--- config.mk ---
export PLATFORM = sky130hd
export DESIGN_NAME = ysyx_25040105_ifu
export DESIGN_NICKNAME = d
export VERILOG_FILES = /design/src/rtl/ysyx_25040105_ifu.sv
export SDC_FILE = /design/constraint.sdc
export NUM_CORES = 1
export LEC_CHECK = 0
export CELL_PAD_IN_SITES_DETAIL_PLACEMENT = 2
export CELL_PAD_IN_SITES_GLOBAL_PLACEMENT = 2
export CORE_UTILIZATION = 30
export DETAILED_ROUTE_END_ITERATION = 7
export HOLD_SLACK_MARGIN = 0.08
export PLACE_DENSITY_LB_ADDON = 0.1
export SETUP_SLACK_MARGIN = 0.1
export SLEW_MARGIN = 20
export SYNTH_ARGS = -nofsm -noshare
export SYNTH_HDL_FRONTEND = slang
export SYNTH_SLANG_ARGS = --single-unit
--- constraint.sdc ---
create_clock -name clk -period 5.3 [get_ports clk]
set_clock_uncertainty 0.2 [all_clocks]
set_input_delay 0.53 -clock clk [delete_from_list [all_inputs] [get_ports clk]]
set_output_delay 0.53 -clock clk [all_outputs]
set_load 0.1 [all_outputs]
--- src/rtl/ysyx_25040105_ifu.sv ---
// Instruction fetch unit: owns the PC, issues one imem read at a time and hands
// the fetched word (with its PC and fault flag) to decode over valid/ready.
module ysyx_25040105_ifu #(
  parameter int              XLEN     = 32,
  parameter logic [XLEN-1:0] RESET_PC = 32'h8000_0000
) (
  input  logic            clk,
  input  logic            rst_n,
  output logic            imem_req_valid,
  input  logic            imem_req_ready,
  output logic [XLEN-1:0] imem_req_addr,
  input  logic            imem_rsp_valid,
  input  logic [31:0]     imem_rsp_data,
  input  logic            imem_rsp_err,
  input  logic            redirect_valid,
  input  logic [XLEN-1:0] redirect_pc,
  output logic            out_valid,
  input  logic            out_ready,
  output logic [31:0]     out_inst,
  output logic [XLEN-1:0] out_pc,
  output logic            out_err,
  output logic [31:0]     fetch_cnt
);

  typedef enum logic [1:0] {S_IDLE, S_REQ, S_WAIT, S_HOLD} state_e;

  localparam logic [31:0] NOP = 32'h0000_0013;

  state_e          state_q, state_d;
  logic [XLEN-1:0] pc_q, pc_d;
  logic            kill_q, kill_d;
  logic [31:0]     out_inst_q, out_inst_d;
  logic [XLEN-1:0] out_pc_q, out_pc_d;
  logic            out_err_q, out_err_d;
  logic [31:0]     fetch_cnt_q, fetch_cnt_d;

  always_comb begin
    // NOTE: every signal assigned here gets a default first, so no path can
    // leave it unassigned and infer a latch.
    state_d     = state_q;
    pc_d        = pc_q;
    kill_d      = kill_q;
    out_inst_d  = out_inst_q;
    out_pc_d    = out_pc_q;
    out_err_d   = out_err_q;
    fetch_cnt_d = fetch_cnt_q;

    case (state_q)
      S_IDLE: begin
        if (redirect_valid) begin
          pc_d = redirect_pc;
        end else if (pc_q[1:0] != 2'b00) begin
          // Misaligned PC faults locally without touching memory.
          state_d    = S_HOLD;
          out_inst_d = NOP;
          out_pc_d   = pc_q;
          out_err_d  = 1'b1;
        end else begin
          state_d = S_REQ;
        end
      end

      S_REQ: begin
        if (redirect_valid) begin
          pc_d = redirect_pc;
          if (imem_req_ready) begin
            kill_d  = 1'b1;
            state_d = S_WAIT;
          end else begin
            state_d = S_IDLE;
          end
        end else if (imem_req_ready) begin
          state_d = S_WAIT;
        end
      end

      S_WAIT: begin
        if (redirect_valid) pc_d = redirect_pc;
        if (imem_rsp_valid) begin
          if (redirect_valid || kill_q) begin
            kill_d  = 1'b0;
            state_d = S_IDLE;
          end else begin
            state_d    = S_HOLD;
            out_inst_d = imem_rsp_err ? NOP : imem_rsp_data;
            out_pc_d   = pc_q;
            out_err_d  = imem_rsp_err;
          end
        end else if (redirect_valid) begin
          kill_d = 1'b1;
        end
      end

      S_HOLD: begin
        if (out_ready) fetch_cnt_d = fetch_cnt_q + 32'd1;
        if (redirect_valid)  pc_d = redirect_pc;
        else if (out_ready)  pc_d = pc_q + XLEN'(4);
        if (redirect_valid || out_ready) state_d = S_IDLE;
      end

      default: state_d = S_IDLE;
    endcase
  end

  always_ff @(posedge clk or negedge rst_n) begin
    if (!rst_n) begin
      state_q     <= S_IDLE;
      pc_q        <= RESET_PC;
      kill_q      <= 1'b0;
      out_inst_q  <= 32'h0;
      out_pc_q    <= RESET_PC;
      out_err_q   <= 1'b0;
      fetch_cnt_q <= 32'h0;
    end else begin
      // NOTE: non-blocking assignments keep every flop sampling the
      // pre-edge values, independent of statement order.
      state_q     <= state_d;
      pc_q        <= pc_d;
      kill_q      <= kill_d;
      out_inst_q  <= out_inst_d;
      out_pc_q    <= out_pc_d;
      out_err_q   <= out_err_d;
      fetch_cnt_q <= fetch_cnt_d;
    end
  end

  assign imem_req_valid = (state_q == S_REQ);
  assign imem_req_addr  = pc_q;
  assign out_valid      = (state_q == S_HOLD);
  assign out_inst       = out_inst_q;
  assign out_pc         = out_pc_q;
  assign out_err        = out_err_q;
  assign fetch_cnt      = fetch_cnt_q;

endmodule

Yosys cells after proc, flatten, opt, wreduce, memory -nomap -nowiden

Cells that the tools add are included.

Add/sub/neg operators: 2
Equal/unequal tests: 15
Multiplexer cells: 35
Reductions and logical operators: 12

Operators by type and width:

| cell                  | count |
|---|---|
| $mux 32               | 12 |
| $pmux 32 s2           | 3 |
| $add 32x1->32 const B | 1 |
| $add 32x3->32 const B | 1 |
| $mux 2                | 8 |
| $reduce_and 5->1      | 2 |
| $mux 1                | 9 |
| $ne 2x1->1 const B    | 4 |
| $ne 2x2->1 const B    | 4 |
| $pmux 2 s4            | 1 |
| $ne 3x3->1 const B    | 2 |
| $reduce_bool 2->1     | 3 |
| $eq 2x2->1 const B    | 2 |
| $pmux 1 s2            | 2 |
| $reduce_and 2->1      | 2 |
| $reduce_and 4->1      | 1 |
| $ne 3x1->1 const B    | 1 |
| $ne 3x2->1 const B    | 1 |
| $reduce_or 3->1       | 1 |
| $eq 2x1->1 const B    | 1 |
| $logic_not 2->1       | 1 |
| $logic_or 1x1->1      | 2 |

Flip-flop bits (word level): 132
Input bits: 71
Output and inout port bits: 131
Word-level logic and storage cells: 71

Longest topological paths before layout

Depth after elaboration: 4
Mapped depth: 9
Gate-level depth less buffers: 7

Worst setup path after synthesis

Ideal clock, no wire load.

Path kind: reg-to-reg
Start point: reg pc_q[2] (netlist: imem_req_addr[2])
End point: reg pc_q[26] (netlist: imem_req_addr[26])
Library setup time: 0.074 ns
Data arrival time: 2.697 ns
Required time: 5.026 ns
Setup slack: 2.330 ns
Cell stages (with the launch flop): 7
Buffers on the path: 0
Clock period less this slack: 2.970 ns
Cells stage by stage: dfrtp_1 -> ha_1 -> nand3_4 -> nor4_4 -> nand2_4 -> or4_1 -> nand3_1

Cells in the longest elaborated chain, start to end: 4

Ends and longest elaborated chain:

| item                   | RTL line | source |
|---|---|---|
| from (decl)            | 30       | `logic [XLEN-1:0] pc_q, pc_d;` |
| from (signal assigned) | 118      | `pc_q <= pc_d;` |
| $add 32x3->32          | 97       | `else if (out_ready) pc_d = pc_q + XLEN'(4);` |
| $mux 32                | 97       |  |
| $mux 32                | 96       | `if (redirect_valid) pc_d = redirect_pc;` |
| $pmux 32 s2            | 48       | `case (state_q)` |

No other way between the ends. The select of a mux whose other input is x is not followed.
A chain may end at the register's enable or synchronous reset.

Worst setup path after layout

Start point: reg state_q[0]
End point: out out_valid

Cells in the longest elaborated chain, start to end: 1

Ends and longest elaborated chain:

| item                   | RTL line | source |
|---|---|---|
| from (decl)            | 29       | `state_e state_q, state_d;` |
| from (signal assigned) | 117      | `state_q <= state_d;` |
| $eq 2x2->1             | 129      | `assign out_valid = (state_q == S_HOLD);` |
| to (decl)              | 17       | `output logic out_valid,` |

No other way between the ends.

==> flow_summary.toml <==
[run_status]
status = "completed"

[die]
core_area_sq_um = 19600
fp.dieH_um = 144
die_w_um = 144
row_count = 51
io_pins = 202
initial_utilization_pct = 30.8
dieArea_sq_um = 20700

[synthesis]
yosysWarnings = 0
synth-async-reset-ratio_pct = 100
synthFlopType = "dfrtp_1"
postSynthAreaPerCell_sq_um = 11.0
ys_seq_elements = 132
synth_area_sq_um = 6040
ys_types = 55
yosysSeqAreaShare_pct = 54.8
synth_edf_count = 0
synth_nets = 627
syn_inst = 548

[layout]
nets = 825
final_cell_area_sq_um = 8970
final_cells = 1024
area_growth_pct = 48.6
drive_gt1_share_pct = 11.3
antenna_cells = 0

[cts]
root_buffer = "clkbuf_16"
clk_latency_ns = 0.41
htreeDepth = 4
tritoncts = "yes"
postCtsSetupBuffers = 0
clk_pin_slew_ns = 0.06
cts_sinks = 132
cts_buffers = 17
clk_path_buf_depth = 2

[grt]
grt_first_pass_wirelength_mm = 32.6
grt-ovfl-total = 0
antenna_found_initial = 0
grt_start_max_net_pins = 84
grt_pass1_vias = 5727
track_usage_pct = 20.8

[min_path]
hold_class = "flip-flop to flip-flop"
whs_path_depth = 1

[drt]
num_vias = 5233
drt_iter0_drc = 188
viasPerCell = 5.11
remaining_drc_errors = 0
wl_per_cell_um = 20.2
routed_wl_mm = 20.7
postRouteAntennaNets = 0
dr.pass1.iters = 4

[sta]
timing.hold.ws_ns = 0.290
setup_violations = 0
relSlewSlack_pct = 25.3
slew_violations = 0
fmax_mhz = 312
min_period_ns = 3.20
final.setup.tns_ns = 0
finalCritPeriodShare_pct = 60.4
rsz0062_at_grt = "no"
hold_violations = 0
max_slew.worst_pin.slew_ns = 1.12

[place]
gp_congestion = 0.775
io_buffers = 201
dp_cells = 991
place_area_sq_um = 8320
hpwl_mm = 14.7

[critical_path]
required_ns = 4.57
cp-end-kind = "primary output"
max_stage_delay_ns = 1.23
r2r_setup_slack_ns = 2.23
critPathLaunchType = "flip-flop"
worstPathCellList = "ha_1 > clkdlybuf4s50_1"
worst_r2r_path_depth = 8
path_max_fanout = 7
cp_slowest_cell = "clkdlybuf4s50_1"
crit_family = "buffers and inverters"
worstPathArrival_ns = 2.47
crit_buf_inv = 1
crit_cells = 2
path_class = "flip-flop to primary output"

[job]
maxCapViolCount = 0
-- cell type report --
| class | instances | area (sq um) |
|---|---|---|
| fillers | 2017 | 10600 |
| flip-flops and latches | 132 | 3310 |
| multi-input cells | 372 | 2570 |
| repair buffers | 208 | 2070 |
| clock buffers | 18 | 439 |
| well taps | 265 | 332 |
| clock inverters | 14 | 199 |
| inverters | 15 | 56.3 |
-- synthesized netlist by cell type, drive strengths merged (3+ instances only) --
library cell  instances  area, sq um
a22o                 31          272
and3                  6         37.5
a22oi                 4         30.0
nand4                19          119
nand3                29          163
o22a                  7         62.6
xor2                  8         70.1
clkbuf               21         78.8
buf                   8         37.5
xnor2                23          201
nor2                 27          101
dfrtp               130         3250
o21ai                18         90.1
or3                   5         31.3
a31oi                 4         25.0
mux2                 33          372
or4                   3         22.5
and4                  3         26.3
a21oi                30          150
nand2b                3         18.8
inv                  15         56.3
ha                    8          100
a2bb2oi               8         70.1
o22ai                11         68.8
nand2                50          195
nor3                 13         70.1
nor4                  6         71.3
-- routing by layer --
metal,routed length (um),up-vias,GRT usage (%)
li1,-,2402,-
met1,8870,2670,25.7
met2,10600,147,36.0
met3,1020,14,4.90
met4,207,0,5.49
met5,0,-,0
-- metrics by stage --
| step | utilization, % | setup slack [ns] |
|---|---|---|
| 2_1_floorplan | - | 2.33 |
| 3_3_place_gp | 42.5 | 2.15 |
| 3_5_place_dp | 42.5 | 1.99 |
| 4_1_cts | 45.8 | 2.07 |
| 5_1_grt | 45.8 | 2.00 |
| 6_report | 45.8 | 2.10 |
-- path summary, 6_finish.rpt --
check	from	endpoint
min in group asynchronous	rst_n	fetch_cnt[18]$_DFFE_PN0P_
worst min register to register	fetch_cnt[31]$_DFFE_PN0P_	fetch_cnt[31]$_DFFE_PN0P_
max in group asynchronous	rst_n	fetch_cnt[4]$_DFFE_PN0P_
worst max-delay path	state_q[0]$_DFFE_PN0P_	out_valid
worst max register to register	state_q[0]$_DFFE_PN0P_	out_pc[29]$_DFFE_PN0P_
worst min-delay path	fetch_cnt[31]$_DFFE_PN0P_	fetch_cnt[31]$_DFFE_PN0P_
-- flip-flops by register name, summed over array words and instances, names as in the netlist --
signal and flops:
out_err 1, state_q 2, out_pc 32, imem_req_addr 32, kill_q 1, fetch_cnt 32
out_inst 32
-- kinds of logic (layout without fill, tap and decap cells) --
group	after synthesis	count (layout)	synth area share (%)
fa+ha+maj	8	8	1.66
mux	34	34	6.32
simple gates	171	171	15.1
flops	132	132	54.8
xor+xnor	31	31	4.50
compound gates	128	128	14.8
buf+inv	44	255	2.86
-- timing repair --
item | in CTS | in global routing
hold endpoints to repair | 80 | 0
resized for setup | 0 | 0
hold buffers | 1 | 0
-- cell usage in the layout, fill, tap and decap left out, drive strengths merged, types with 3 or more instances in the layout --
master / synthesis / routed
bufinv: 0 / 4
a22oi: 4 / 4
a31oi: 4 / 4
nor2: 27 / 27
a21oi: 30 / 30
nor4: 6 / 6
inv: 15 / 19
dfrtp: 130 / 130
ha: 8 / 8
and4: 3 / 3
mux2: 33 / 33
and3: 6 / 6
or4: 3 / 3
buf: 8 / 7
clkdlybuf4s50: 0 / 200
xnor2: 23 / 23
clkbuf: 21 / 18
o22ai: 11 / 11
nand3: 29 / 29
a2bb2oi: 8 / 8
or3: 5 / 5
xor2: 8 / 8
nor3: 13 / 13
o21ai: 18 / 18
clkinv: 0 / 5
nand2b: 3 / 3
nand4: 19 / 19
a22o: 31 / 31
o22a: 7 / 7
nand2: 50 / 50
-- worst reg2reg max path, stage by stage, from the launching register on --
cell and delay [ns]:
dfrtp_1 0.42, inv_1 0.10, ha_1 0.30, inv_1 0.13, nand2_1 0.06, a21oi_1 0.44, nand2_2 0.51, buf_4 0.45
mux2_2 0.34
Power is left out: the tool's default activity adds up to more than one toggle a clock period on the data nets, which glitch-free logic cannot reach.
